**src/rtl/stopwatch_pkg.sv**
```systemverilog
// Shared types and constants for the stopwatch sequencing controller.
//   sw_state_t : controller state encoding
//   OP_ADD     : datapath operation select for counting up
//   OP_SUB     : datapath operation select for counting down
package stopwatch_pkg;

    typedef enum logic [1:0] {
        IDLE,
        RUN,
        PAUSE,
        DONE
    } sw_state_t;

    localparam logic OP_ADD = 1'b0;
    localparam logic OP_SUB = 1'b1;

endpackage

```
**src/rtl/btn_sync_edge.sv**
```systemverilog
// Two-flop synchroniser with a rising-edge pulse per bit.
// Ports:
//   clk  : system clock, rising edge
//   rst  : asynchronous active-high reset, clears all flops
//   din  : raw asynchronous inputs
//   sync : synchronised level (second flop)
//   rise : one-cycle pulse when the synchronised level goes 0 -> 1
module btn_sync_edge #(
    parameter int unsigned Width = 1
) (
    input  logic             clk,
    input  logic             rst,
    input  logic [Width-1:0] din,
    output logic [Width-1:0] sync,
    output logic [Width-1:0] rise
);

    logic [Width-1:0] meta_q;
    logic [Width-1:0] sync_q;
    logic [Width-1:0] prev_q;

    always_ff @(posedge clk or posedge rst) begin
        if (rst) begin
            meta_q <= '0;
            sync_q <= '0;
            prev_q <= '0;
        end else begin
            meta_q <= din;
            sync_q <= meta_q;
            prev_q <= sync_q;
        end
    end

    assign sync = sync_q;
    // Combinational pulse so the FSM acts on the edge following synchronisation.
    assign rise = sync_q & ~prev_q;

endmodule

```
**src/rtl/stopwatch_ctrl.sv**
```systemverilog
// Sequencing controller for the stopwatch count datapath. Turns start/clear/
// direction/mode buttons into datapath controls and paces counting with a
// prescaler that issues one Step every TICK_DIV clocks (TICK_DIV >= 2).
// Ports:
//   CLK, RST  : clock (rising edge), asynchronous active-high reset
//   BtnStart  : level; each rising edge toggles run/pause
//   BtnClear  : level; rising edge returns to IDLE and presets the datapath
//   BtnDir    : level; 0 = count up, 1 = count down (sampled in IDLE only)
//   ModeSel   : level; datapath mode (sampled in IDLE only)
//   AtMax     : datapath flag, count at upper limit
//   AtZero    : datapath flag, count at lower limit
//   Op        : datapath operation, 0 = add, 1 = subtract
//   M         : datapath mode select
//   Clr       : datapath preset strobe
//   Step      : one-cycle count-register enable
//   Running   : high in RUN
//   Done      : high in DONE
module stopwatch_ctrl
    import stopwatch_pkg::*;
#(
    parameter int unsigned TICK_DIV = 100
) (
    input  logic CLK,
    input  logic RST,
    input  logic BtnStart,
    input  logic BtnClear,
    input  logic BtnDir,
    input  logic ModeSel,
    input  logic AtMax,
    input  logic AtZero,
    output logic Op,
    output logic M,
    output logic Clr,
    output logic Step,
    output logic Running,
    output logic Done
);

    localparam int unsigned PW = (TICK_DIV > 1) ? $clog2(TICK_DIV) : 1;
    localparam logic [PW-1:0] TICK_LAST = PW'(TICK_DIV - 1);

    // Bit order: {ModeSel, BtnDir, BtnClear, BtnStart}
    logic [3:0] btn_sync;
    logic [3:0] btn_rise;

    btn_sync_edge #(
        .Width(4)
    ) u_btn_sync (
        .clk  (CLK),
        .rst  (RST),
        .din  ({ModeSel, BtnDir, BtnClear, BtnStart}),
        .sync (btn_sync),
        .rise (btn_rise)
    );

    logic start_rise;
    logic clear_rise;
    logic dir_sync;
    logic mode_sync;
    logic unused_sync_bits;

    assign start_rise       = btn_rise[0];
    assign clear_rise       = btn_rise[1];
    assign dir_sync         = btn_sync[2];
    assign mode_sync        = btn_sync[3];
    assign unused_sync_bits = ^{btn_rise[3:2], btn_sync[1:0]};

    sw_state_t   state_q;
    logic [PW-1:0] presc_q;
    logic        op_q;
    logic        m_q;
    logic        clr_q;
    logic        step_q;

    logic tick;
    logic terminal;

    assign tick     = (presc_q == TICK_LAST);
    // Only the flag matching the frozen direction ends the run.
    assign terminal = (op_q == OP_SUB) ? AtZero : AtMax;

    always_ff @(posedge CLK or posedge RST) begin
        if (RST) begin
            state_q <= IDLE;
            presc_q <= '0;
            op_q    <= OP_ADD;
            m_q     <= 1'b0;
            clr_q   <= 1'b1;
            step_q  <= 1'b0;
        end else begin
            clr_q  <= 1'b0;
            step_q <= 1'b0;
            if (clear_rise) begin
                // Clear has priority over a simultaneous start edge.
                state_q <= IDLE;
                presc_q <= '0;
                clr_q   <= 1'b1;
            end else begin
                unique case (state_q)
                    IDLE: begin
                        op_q <= dir_sync;
                        m_q  <= mode_sync;
                        if (start_rise) begin
                            state_q <= RUN;
                            presc_q <= '0;
                        end
                    end
                    RUN: begin
                        presc_q <= tick ? '0 : presc_q + PW'(1);
                        if (tick && terminal) begin
                            state_q <= DONE;
                        end else begin
                            // A tick's Step survives a pause on the same cycle.
                            if (tick) begin
                                step_q <= 1'b1;
                            end
                            if (start_rise) begin
                                state_q <= PAUSE;
                            end
                        end
                    end
                    PAUSE: begin
                        if (start_rise) begin
                            state_q <= RUN;
                        end
                    end
                    DONE: begin
                    end
                    default: state_q <= IDLE;
                endcase
            end
        end
    end

    assign Op      = op_q;
    assign M       = m_q;
    assign Clr     = clr_q;
    assign Step    = step_q;
    assign Running = (state_q == RUN);
    assign Done    = (state_q == DONE);

endmodule
```
**config.mk**
```make
export PLATFORM = sky130hd
export DESIGN_NAME = stopwatch_ctrl
export DESIGN_NICKNAME = d
export VERILOG_FILES = /design/src/rtl/stopwatch_pkg.sv /design/src/rtl/btn_sync_edge.sv /design/src/rtl/stopwatch_ctrl.sv
export SDC_FILE = /design/constraint.sdc
export NUM_CORES = 1
export LEC_CHECK = 0
export ABC_AREA = 1
export CAP_MARGIN = 10
export CORE_ASPECT_RATIO = 1.1
export CORE_UTILIZATION = 56
export DETAILED_ROUTE_END_ITERATION = 16
export PLACE_DENSITY = 0.8
export SETUP_SLACK_MARGIN = 0.15
export SYNTH_ARGS = -nofsm -noshare
export SYNTH_HDL_FRONTEND = slang
export SYNTH_SLANG_ARGS = --single-unit
```
**constraint.sdc**
```tcl
create_clock -name CLK -period 2 [get_ports CLK]
set_input_delay 0.2 -clock CLK [delete_from_list [all_inputs] [get_ports CLK]]
set_output_delay 0.2 -clock CLK [all_outputs]
set_load 0.005 [all_outputs]
```
==> metrics.md <==
| Metric | Value |
|---|---|
| Outcome | `complete, no violations` |
| Syn-to-layout area delta | `17.5%` |
| First-pass GRT wire length | `a little under 3 mm` |
| Vias | `just over 800` |
| Syn Inst Count | `123` |
| Vias/cell | `5.24` |
| Share of the synthesized area in the top cell type | `0.532` |
| Area contributors post-synth | `dfrtp_1 (53%), nand2_1 (12%), inv_1 (8.3%), nand3_1 (3.9%), o21ai_1 (2.9%)` |
| Top Ports | `14` |
| Vias in the first global route | `~760` |
| Clock skew | `about 0.0014 ns` |
| Yosys top cell by area | `dfrtp_1` |
| Drt initial violations | `15` |
| Drt wl/cell | `roughly 11 microns` |
| Layout cell share with drive strength beyond 1 | `0.114` |
| Busiest layer in global routing | `met2` |
| Crit path launch type | `flip-flop` |
| Root Buffer | `clkbuf_4` |
| GR Layer Usage met2 | `0.376` |
| Syn nets | `around 130` |
| Overall Global Routing Usage | `0.199` |
| ANT cells | `0` |
| Crit path kind | `reg -> out` |
| Slew @ Worst Pin | `slightly above 0.4 ns` |
| Post-synthesis cell area | `just over 1000 sq um` |
| Post_cts resized | `0` |
| Leakage | `about 0.64 nW` |
| H-tree level count | `1` |
| Relative slew margins | `0.726` |
| Final ANT Viol Nets | `0` |
| Met1 Usage GRT | `0.228` |
| CP endpoint kind | `output port` |
| Unique masters post-synth | `21` |
| CTS tree | `built` |
| Largest net degree at the start of global routing | `24` |
| Insertion delay to the later sink of the worst-skew pair | `about 0.30 ns` |
| Dpl hpwl | `~1.4 mm` |
| Post-CTS Hold Buffers | `0` |
| Row count | `15` |
| Crit path max fanout | `6` |
| Antenna violations before repair | `0` |
| Fillers | `~130` |
| Ys Warns | `0` |
| Maxcap violations | `0` |
| Syn avg cell area | `8.41 sq um` |
| Clk sinks | `23` |
| First-pass DRT Iterations | `4` |
| RSZ-0062 raised after global routing | `no` |
| Clock Tree Buf Depth | `2` |
| Fmax | `600 MHz` |
| Register area share after synthesis | `0.557` |
| Final #Nets | `150` |
| Global Route met3 Usage | `0.0462` |
| # port buffers | `13` |
| Post-CTS Setup Inserts | `0` |
| Worst endpoint required time | `between 1.5 and 2 ns` |
| WHS | `around 0.21 ns` |
| Initial core utilization | `0.627` |
| Critical path arrival | `approximately 1.5 ns` |
| Final Routed Wirelength | `around 1.8 mm` |
| DRC errors left | `0` |
| Die X | `43.0 microns` |
| Flop and latch count out of synthesis | `23` |
| Max-slew violations | `0` |
| Die area | `between 2000 and 2500 sq um` |
| CTS buffer count | `3` |
| HP Class | `in -> async` |
| Final GP Congestion | `0.906` |
| Setup TNS | `0 ns` |
| Clk slew on worst S/H paths | `0.13 ns` |
| Final setup fails | `0` |
| Final Total Pwr | `~1000 uW` |
| Final min period | `1.67 ns` |
| Fin crit share | `0.833` |
| Die Ht | `~47 microns` |
| Core ar. | `approximately 1700 sq um` |
| PwrDens | `~800 nW/um^2` |
| GRT Residual Overflow | `0` |
| Final hold violation count | `0` |
| VDD IR max | `around 0.7 mV` |
worst paths after layout:
path                                      startpoint              endpoint  slack [ns]  depth (start not counted)
worst min register to register  u_btn_sync.meta_q[1]    u_btn_sync.sync[1]        0.37                          0
worst max-delay path                      state_q[0]                  Done        0.33                          3
worst max register to register    u_btn_sync.sync[1]            presc_q[2]        0.62                          4
min in group CLK                            BtnStart  u_btn_sync.meta_q[0]        0.31                          1
worst min-delay path                             RST            presc_q[0]        0.21                          3
max in group asynchronous                        RST                   Clr        1.51                          3
per-stage QoR:
stage           util  instance area (sq um)  cells  setup WS (ns)
3_3_place_gp   0.718                   1190    153          0.684
4_1_cts        0.736                   1220    157          0.323
2_1_floorplan      -                   1030    123          0.842
6_report       0.736                   1220    157          0.334
5_1_grt        0.736                   1220    157          0.253
3_5_place_dp   0.718                   1190    153          0.640
routing by layer:
layer / share of wire / wire length (microns) / up-vias
met1: 0.43 / 745 / 390
li1: - / - / 408
met3: 0.042 / 74 / 2
met2: 0.52 / 918 / 23
met4: 0.0074 / 13 / 0
met5: 0 / 0 / -
cell type report:
cell class	count	area (sq um)	share of cell area
clock inverter	1	7.51	0.00617
timing repair buffer	14	138	0.113
tap	17	21.3	0.0175
clock buffer	3	22.5	0.0185
sequential	23	577	0.474
multi-input combinational	72	348	0.286
inverter	27	103	0.0844
flip-flops by register name, summed over array words and instances, names as in the netlist:
signal and count:
presc_q 7, Step 1, u_btn_sync.meta_q 4, Clr 1, Op 1, M 1, u_btn_sync.prev_q 2, state_q 2
u_btn_sync.sync 4
cell usage in the layout (no fill, tap or decap), drive strengths merged, types with 2 or more instances in the layout:
cell type	n
nand2	36
inv	26
dfrtp	22
clkdlybuf4s50	13
nor2	11
nand3	8
o21ai	7
clkbuf	3
a21oi	2
nand4	2
nor3	2
cell families after synthesis:
group	count (synthesis)	share of synthesized area
AND/OR/NAND/NOR	60	0.262
AO/OA/AOI/OAI	10	0.0508
flip-flops	23	0.557
adder cells (fa/ha/maj)	1	0.0121
buffers and inverters	28	0.106
multiplexers	1	0.0109
power breakdown:
part,leakage [nW],internal [mW],switching [mW]
logic,0.338,0.106,0.124
registers,0.287,0.512,0.0344
clock network,0.0139,0.0761,0.144
worst max-delay path: stages (launching register included):
cell and delay (ns):
dfrtp_1 0.48, nand2_1 0.11, inv_1 0.08, clkdlybuf4s50_1 0.49
Yosys cell counts (all sizes together):
| cell type | count |
|---|---|
| nand3 | 8 |
| a21oi | 2 |
| o211ai | 1 |
| nand4 | 2 |
| dfrtp | 22 |
| dfstp | 1 |
| nand3b | 1 |
| nor3 | 2 |
| mux2 | 1 |
| ha | 1 |
| inv | 26 |
| nor2 | 11 |
| clkinv | 1 |
| o21ai | 7 |
| nand2 | 36 |
| buf | 1 |
No activity file was read; power rests on OpenSTA's default activity.
